### config.mk
export PLATFORM = sky130hd
export DESIGN_NAME = press_game_ctrl
export DESIGN_NICKNAME = d
export VERILOG_FILES = /design/src/rtl/press_game_ctrl.sv
export SDC_FILE = /design/constraint.sdc
export NUM_CORES = 1
export LEC_CHECK = 0
export BUFFER_PORTS_ARGS = -buffer_cell sky130_fd_sc_hd__buf_2
export CORE_ASPECT_RATIO = 1.2
export CORE_UTILIZATION = 45
export CTS_BUF_LIST = sky130_fd_sc_hd__clkbuf_2 sky130_fd_sc_hd__clkbuf_4 sky130_fd_sc_hd__clkbuf_8
export DETAILED_ROUTE_END_ITERATION = 8
export PLACE_DENSITY = 0.67
export REMOVE_ABC_BUFFERS = 1
export SLEW_MARGIN = 20
export SYNTH_ARGS = -nofsm -noshare
export SYNTH_HDL_FRONTEND = slang
export SYNTH_SLANG_ARGS = --single-unit
### constraint.sdc
create_clock -name clock -period 1.7 [get_ports clock]
set_clock_uncertainty 0.1 [all_clocks]
set_input_delay 0.34 -clock clock [delete_from_list [all_inputs] [get_ports clock]]
set_output_delay 0.34 -clock clock [all_outputs]
set_load 0.1 [all_outputs]
### src/rtl/press_game_ctrl.sv
// press_game_ctrl: frame sequencer for the garbage-press game.
// Turns frame ticks and the hit key into ordered draw commands, waits on
// draw_done for each one, and owns press motion, garbage spawning and score.
module press_game_ctrl #(
    parameter logic [7:0] SCORE_MAX = 8'd255,
    parameter logic [7:0] LFSR_SEED = 8'h01
) (
    input  logic       clock,
    input  logic       reset,
    input  logic       tick,
    input  logic       hit_n,
    input  logic       draw_done,
    output logic       draw_go,
    output logic       item,
    output logic       erase,
    output logic [1:0] position,
    output logic [1:0] press_pos,
    output logic       garb_valid,
    output logic [1:0] garb_pos,
    output logic [7:0] score,
    output logic       busy
);

    typedef enum logic [3:0] {
        StIdle, StSpawn, StGGo, StGWait, StEGo, StEWait, StPGo, StPWait, StHGo, StHWait
    } state_e;

    state_e state_q, state_d;

    logic [7:0] lfsr_q, lfsr_d;
    logic       hit_s1_q, hit_s2_q, hit_s3_q;
    logic       hit_pend_q, hit_pend_d;
    logic       tick_pend_q, tick_pend_d;
    logic [1:0] press_pos_q, press_pos_d;
    logic [1:0] prev_pos_q, prev_pos_d;
    logic       dir_up_q, dir_up_d;
    logic       garb_valid_q, garb_valid_d;
    logic [1:0] garb_pos_q, garb_pos_d;
    logic [7:0] score_q, score_d;
    logic       draw_go_q, draw_go_d;
    logic       item_q, item_d;
    logic       erase_q, erase_d;
    logic [1:0] position_q, position_d;

    logic hit_fall, hit_evt, tick_evt, hit_match;

    // hit_s3_q is the previous synchronized level, used only for fall detection.
    assign hit_fall  = hit_s3_q & ~hit_s2_q;
    // A fall detected this cycle counts as pending so it wins over a same-cycle tick.
    assign hit_evt   = hit_pend_q | hit_fall;
    assign tick_evt  = tick_pend_q | tick;
    assign hit_match = garb_valid_q && (press_pos_q == garb_pos_q);

    // State register.
    always_ff @(posedge clock or posedge reset) begin
        if (reset) begin
            state_q <= StIdle;
        end else begin
            state_q <= state_d;
        end
    end

    // Next-state logic: hits before ticks, every *_WAIT holds until draw_done.
    always_comb begin
        state_d = state_q;
        case (state_q)
            StIdle: begin
                if (hit_evt) begin
                    state_d = hit_match ? StHGo : StIdle;
                end else if (tick_evt) begin
                    state_d = StSpawn;
                end
            end
            StSpawn: state_d = StGGo;
            StGGo:   state_d = StGWait;
            StGWait: if (draw_done) state_d = StEGo;
            StEGo:   state_d = StEWait;
            StEWait: if (draw_done) state_d = StPGo;
            StPGo:   state_d = StPWait;
            StPWait: if (draw_done) state_d = StIdle;
            StHGo:   state_d = StHWait;
            StHWait: if (draw_done) state_d = StIdle;
            default: state_d = StIdle;
        endcase
    end

    // Game state next values: LFSR, pending flags, garbage, motion and score.
    always_comb begin
        lfsr_d       = {lfsr_q[6:0], lfsr_q[7] ^ lfsr_q[5] ^ lfsr_q[4] ^ lfsr_q[3]};
        hit_pend_d   = hit_pend_q | hit_fall;
        tick_pend_d  = tick_pend_q | tick;
        press_pos_d  = press_pos_q;
        prev_pos_d   = prev_pos_q;
        dir_up_d     = dir_up_q;
        garb_valid_d = garb_valid_q;
        garb_pos_d   = garb_pos_q;
        score_d      = score_q;
        case (state_q)
            StIdle: begin
                if (hit_evt) begin
                    hit_pend_d = 1'b0;
                end else if (tick_evt) begin
                    tick_pend_d = 1'b0;
                end
            end
            StSpawn: begin
                if (!garb_valid_q) begin
                    garb_pos_d   = lfsr_q[1:0];
                    garb_valid_d = 1'b1;
                end
            end
            StGWait: begin
                if (draw_done) begin
                    prev_pos_d = press_pos_q;
                    if (press_pos_q == 2'd3) begin
                        dir_up_d    = 1'b0;
                        press_pos_d = 2'd2;
                    end else if (press_pos_q == 2'd0) begin
                        dir_up_d    = 1'b1;
                        press_pos_d = 2'd1;
                    end else begin
                        press_pos_d = dir_up_q ? press_pos_q + 2'd1 : press_pos_q - 2'd1;
                    end
                end
            end
            StHWait: begin
                if (draw_done) begin
                    garb_valid_d = 1'b0;
                    score_d      = (score_q >= SCORE_MAX) ? score_q : score_q + 8'd1;
                end
            end
            default: ;
        endcase
    end

    // Command outputs: loaded on entry to a *_GO state, held through its *_WAIT.
    always_comb begin
        draw_go_d  = 1'b0;
        item_d     = item_q;
        erase_d    = erase_q;
        position_d = position_q;
        case (state_d)
            StGGo: begin
                draw_go_d  = 1'b1;
                item_d     = 1'b0;
                erase_d    = 1'b0;
                position_d = garb_pos_d;
            end
            StEGo: begin
                draw_go_d  = 1'b1;
                item_d     = 1'b1;
                erase_d    = 1'b1;
                position_d = prev_pos_d;
            end
            StPGo: begin
                draw_go_d  = 1'b1;
                item_d     = 1'b1;
                erase_d    = 1'b0;
                position_d = press_pos_q;
            end
            StHGo: begin
                draw_go_d  = 1'b1;
                item_d     = 1'b0;
                erase_d    = 1'b1;
                position_d = garb_pos_q;
            end
            default: ;
        endcase
    end

    // Datapath and output registers; the key synchronizer idles high.
    always_ff @(posedge clock or posedge reset) begin
        if (reset) begin
            lfsr_q       <= LFSR_SEED;
            hit_s1_q     <= 1'b1;
            hit_s2_q     <= 1'b1;
            hit_s3_q     <= 1'b1;
            hit_pend_q   <= 1'b0;
            tick_pend_q  <= 1'b0;
            press_pos_q  <= 2'd1;
            prev_pos_q   <= 2'd0;
            dir_up_q     <= 1'b1;
            garb_valid_q <= 1'b0;
            garb_pos_q   <= 2'd0;
            score_q      <= 8'd0;
            draw_go_q    <= 1'b0;
            item_q       <= 1'b0;
            erase_q      <= 1'b0;
            position_q   <= 2'd0;
        end else begin
            lfsr_q       <= lfsr_d;
            hit_s1_q     <= hit_n;
            hit_s2_q     <= hit_s1_q;
            hit_s3_q     <= hit_s2_q;
            hit_pend_q   <= hit_pend_d;
            tick_pend_q  <= tick_pend_d;
            press_pos_q  <= press_pos_d;
            prev_pos_q   <= prev_pos_d;
            dir_up_q     <= dir_up_d;
            garb_valid_q <= garb_valid_d;
            garb_pos_q   <= garb_pos_d;
            score_q      <= score_d;
            draw_go_q    <= draw_go_d;
            item_q       <= item_d;
            erase_q      <= erase_d;
            position_q   <= position_d;
        end
    end

    assign draw_go    = draw_go_q;
    assign item       = item_q;
    assign erase      = erase_q;
    assign position   = position_q;
    assign press_pos  = press_pos_q;
    assign garb_valid = garb_valid_q;
    assign garb_pos   = garb_pos_q;
    assign score      = score_q;
    assign busy       = (state_q != StIdle);

endmodule

# After elaboration in Yosys (flattened, before gate mapping)
# Index checks and enable logic that the tools add are counted.
# totals
register_bits,38
output_inout_bits,19
word_cells,89
inputBits,5
# classes
bitwise,8
reduce_logical,19
add_sub_neg,3
n_eq_ne,16
muxes,25
order_cmp,1
# op_table
cell,count
$pmux 4 s9,1
$eq 4x3->1 const B,6
$mux 4,6
$mux 2,7
$eq 4x2->1 const B,3
$eq 4x4->1 const B,3
$reduce_or 2->1,5
$add 8x1->8 const B,1
$ge 8x8->1 const B,1
$pmux 2 s4,1
$reduce_bool 2->1,4
$reduce_bool 4->1,2
$mux 1,7
$pmux 1 s2,3
$reduce_and 3->1,2
$eq 4x1->1 const B,1
$logic_not 4->1,1
$reduce_and 2->1,2
$reduce_or 4->1,1
$xor 1x1->1,3
$add 2x1->2 const B,1
$eq 2x2->1,1
$eq 2x2->1 const B,1
$logic_not 2->1,1
6 further kinds,8

# Logic depth before layout (Yosys ltp)
# depth
word_depth,8
depth_mapped,6
depth_no_buf,5

# Least setup slack after synthesis
# No wires, ideal clock.
# synth_timing
path_type,register to register
start,register score_q[4] (netlist: score[4])
end,register score_q[1] (netlist: score[1])
period_less_slack_ns,2.387
path_slack_ns,-0.687
path_stages_with_launch,4
setup_ns,0.126
n_path_buf,0
required_ns,1.474
t_arrival_ns,2.161
cell_sequence,dfrtp_1 nand3_1 o311ai_4 mux2_2
# synth_via
elab_chain_len,3
# synth_rtl
item,line,text
from (decl),39,"logic [7:0] score_q, score_d;"
from (signal assigned),202,score_q <= score_d;
$ge 8x8->1,129,score_d = (score_q >= SCORE_MAX) ? score_q : score_q + 8'd1;
$not 1->1 (no source line),-,
$reduce_and 3->1 (no source line),-,
# Every way passes these cells.
# A chain may end at the register's enable or synchronous reset.

# Worst setup path after layout
# layout_timing
start,register state_q[2]
end,register position_q[0] (netlist: position[0])
# layout_via
elab_chain_len,5
word_cells_on_any_way,25
classes_between,eq/ne (13); mux (9); reduce/logical (3)
# layout_rtl
item,line,text
from (decl),28,"state_e state_q, state_d;"
from (signal assigned),57,state_q <= StIdle;
from (signal assigned),59,state_q <= state_d;
$eq 4x4->1 (tied with other cells),66,case (state_q)
$reduce_or 2->1 (no source line) / $mux 4 (equally long branches),-,
$pmux 4 s9,66,
$eq 4x4->1 (tied with other cells),142,case (state_d)
$pmux 2 s4 / $reduce_bool 4->1 (equally long branches),-,
to (signal assigned),206,position_q <= position_d;
to (decl),43,"logic [1:0] position_q, position_d;"
# Several ways; a longest one is shown, not always the timed one.

==> impl_metrics.json <==
{
  "max_cap_violations": 0,
  "yosys_warnings": 0,
  "netlist_area_um2": 1608,
  "tightest_slew_ns": 0.5294,
  "violations": "negative setup slack",
  "synth-main-ff-cell": "dfrtp_1",
  "clk_path_buf_depth": 2,
  "ys_ff_latch": 36,
  "die-area_um2": 3817,
  "clockRootBuffer": "clkbuf_8",
  "cp_data_arrival_time_ns": 1.90,
  "cp_num_buf_inv": 1,
  "die_y_um": 67.48,
  "ios": 24,
  "synth_area_per_cell_um2": 11.74,
  "io_buffers": 23,
  "critPathTopFamily": "flip-flops",
  "yosysSeqAreaShare": 0.5650,
  "cp_cell_sequence": "buf_4 > or3b_4 > o31ai_4 > o211ai_1 > mux2_4",
  "reg2reg_to": "position[0]",
  "hpwl_um": 2270,
  "slowest_stage": "dfrtp_2",
  "initial_core_util": 0.4775,
  "clkTransAtPathRegs_ns": 0.07,
  "netlist_instances": 137,
  "ctsHoldBuffers": 0,
  "path_depth": 5,
  "grt_max_degree": 37,
  "leakage_nw": 1.114,
  "ys_async_sr_fraction": 1.000,
  "power_switching_mw": 1.772,
  "placedCellCount": 216,
  "critical_path.endpoint_type": "flop",
  "worstHoldPathType": "in2async",
  "holdWs_ns": 0.03723,
  "vias": 1170,
  "wl_um": 3440,
  "drtIter0Drc": 35,
  "synth_edf_count": 0,
  "antenna_cells": 0,
  "timing.final.crit_share": 1.073,
  "ys_types": 39,
  "first_pass_iters": 4,
  "clkSinkCount": 36,
  "layout_setup_ws_ns": -0.1238,
  "p_comb_frac": 0.510,
  "grt_usage": 0.1970,
  "critPathLaunchType": "flop",
  "layout-drive-gt1-share": 0.5103,
  "ir_drop_mv": 1.611,
  "slew_headroom": 0.6462,
  "reg2reg_from": "state_q[2]",
  "swShare": 0.4436,
  "setup_violations": 7,
  "grt_overflow": 0,
  "period_needed_ns": 1.824,
  "rsz0062_at_grt": "true",
  "grt_pass1_vias": 1195,
  "wl_per_cell_um": 14.89,
  "area_delta_synth_final_pct": 41.56,
  "coreArea_um2": 3367,
  "startpoint": "state_q[2]",
  "setup.reg_to_reg.worst_slack_ns": -0.12,
  "antenna_found_initial": 0,
  "worst-path-max-fanout": 4,
  "grt_pass1_wl_um": 5513,
  "placementRows": 23,
  "place_congestion": 0.7770,
  "finalNonFillerCells": 231,
  "slew_viol_final": 0,
  "drc": 0,
  "rr_worst_depth": 5,
  "critPathMaxStageDelay_ns": 0.44,
  "status": "finished with violations",
  "cp-endpoint": "position[0]",
  "required_ns": 1.77,
  "avgViaCountPerCell": 5.065,
  "p_clk_frac": 0.187,
  "htree_levels": 2,
  "power_density_nw_per_um2": 1756,
  "ant_nets": 0,
  "intPower_mw": 2.223,
  "seqPwrFrac": 0.303,
  "final-hold-violation-count": 0,
  "crit_type": "reg2reg",
  "die_width_um": 56.57,
  "clock_latency_ns": 0.29,
  "fin_nets": 201,
  "cts_made_buffers": 5,
  "cts_tree": "done",
  "clock.fmax_mhz": 548.3
}
## cell usage in the layout (no fill, tap or decap), types with 2 or more instances in the layout
master / synthesis / final
nand3_1: 4 / 2
inv_1: 13 / 12
o21ai_2: 0 / 3
buf_4: 1 / 26
clkbuf_4: 0 / 3
nand3_2: 0 / 2
o31ai_4: 0 / 2
nor2_1: 8 / 8
ha_1: 3 / 3
nand2_1: 9 / 9
mux2_4: 2 / 2
and2_1: 2 / 2
xor2_1: 7 / 7
dfrtp_1: 30 / 27
clkbuf_8: 0 / 5
o211ai_1: 2 / 2
a21oi_1: 4 / 3
dfrtp_2: 0 / 3
xnor2_1: 7 / 6
buf_12: 0 / 3
nor3_2: 0 / 4
dfstp_2: 6 / 6
o21ai_1: 4 / 2
o21ai_0: 5 / 4
nor4_2: 1 / 2
nand4_1: 2 / 2
buf_2: 2 / 18
buf_6: 1 / 5
## through the flow
| stage | utilization | total power [mW] | setup TNS [ns] | cell area [um2] | worst slack (ns) |
|---|---|---|---|---|---|
| after global placement | 0.5782 | 2.900 | -0.1460 | 1947 | -0.07301 |
| final | 0.6760 | 3.996 | -0.5368 | 2276 | -0.1238 |
| after floorplan | - | 2.406 | -6.509 | 1575 | -0.6867 |
| after detailed placement | 0.5782 | 2.947 | -0.3864 | 1947 | -0.1061 |
| after CTS | 0.6414 | 3.836 | -0.2687 | 2160 | -0.1389 |
| after global routing | 0.6760 | 4.196 | -1.347 | 2276 | -0.2023 |
## kinds of logic after synthesis
family          synth area share
xor+xnor                 0.07627
compound gates            0.1261
flops                     0.5650
fa+ha+maj                0.02335
mux                      0.02568
buf+inv                  0.05058
simple gates              0.1331
## worst min path at each step
stage | to | slack [ns] | depth (start not counted) | from
global placement | lfsr_q[7] | 0.24 | 0 | lfsr_q[6]
detailed placement | lfsr_q[3] | 0.24 | 0 | lfsr_q[2]
floorplan | lfsr_q[3] | 0.23 | 0 | lfsr_q[2]
global route | hit_s1_q | 0.04 | 1 | hit_n
finish | lfsr_q[1] | 0.04 | 3 | reset
CTS | item | 0.05 | 3 | reset
## layer usage
metal,GRT usage,wire length [um]
met1,0.2345,1439
met3,0.04981,107
met2,0.3235,1828
met5,0,0
met4,0.1189,65
## worst register-to-register path, cell delays in order, from the launching register on
cell and delay [ns]:
dfrtp_2 0.44, buf_4 0.15, or3b_4 0.44, o31ai_4 0.19
o211ai_1 0.12, mux2_4 0.28
## cell usage after synthesis (2+ instances only)
cell type  instances  share of area
a21oi_1            4          0.012
and2_1             2         0.0078
buf_2              2         0.0062
dfrtp_1           30           0.47
dfstp_2            6          0.098
ha_1               3          0.023
inv_1             13          0.030
mux2_4             2          0.019
nand2_1            9          0.021
nand3_1            4          0.012
nand4_1            2         0.0078
nor2_1             8          0.019
nor3_1             4          0.012
o211ai_1           2         0.0093
o21ai_0            5          0.016
o21ai_1            4          0.012
o31ai_1            3          0.014
xnor2_1            7          0.038
xor2_1             7          0.038
## layout make-up
class | count | area [um2]
well taps | 37 | 46.29
clock inverters | 2 | 35.03
inverters | 13 | 48.80
clock buffers | 6 | 76.32
fillers | 243 | 1091
flip-flops and latches | 36 | 912.1
repair buffers | 54 | 416.7
multi-input cells | 83 | 740.7
## power by group through the flow
stage	Sequential, mW	Combinational (mW)	Clock [mW]
3_3_place_gp	1.19	1.71	0
2_1_floorplan	1.88	0.528	0
6_report	1.21	2.04	0.747
5_1_grt	1.23	2.17	0.801
4_1_cts	1.20	1.88	0.760
3_5_place_dp	1.20	1.74	0
## sequential cells by signal, summed over array words and instances, names as in the netlist, named ones only
| register | flops |
|---|---|
| lfsr_q | 8 |
| score | 8 |
| state_q | 4 |
| garb_pos | 2 |
| position | 2 |
| dir_up_q | 1 |
| draw_go | 1 |
| erase | 1 |
| garb_valid | 1 |
| hit_pend_q | 1 |
| hit_s1_q | 1 |
| hit_s2_q | 1 |
| hit_s3_q | 1 |
| item | 1 |
| press_pos | 1 |
| tick_pend_q | 1 |
## what timing repair did
action | 4_1_cts | 5_1_grt
pin swaps | 3 | 3
buffers inserted | 5 | 2
setup endpoints to repair | 9 | 15
resized for setup | 14 | 23
Power figures use the tool's default switching activity.
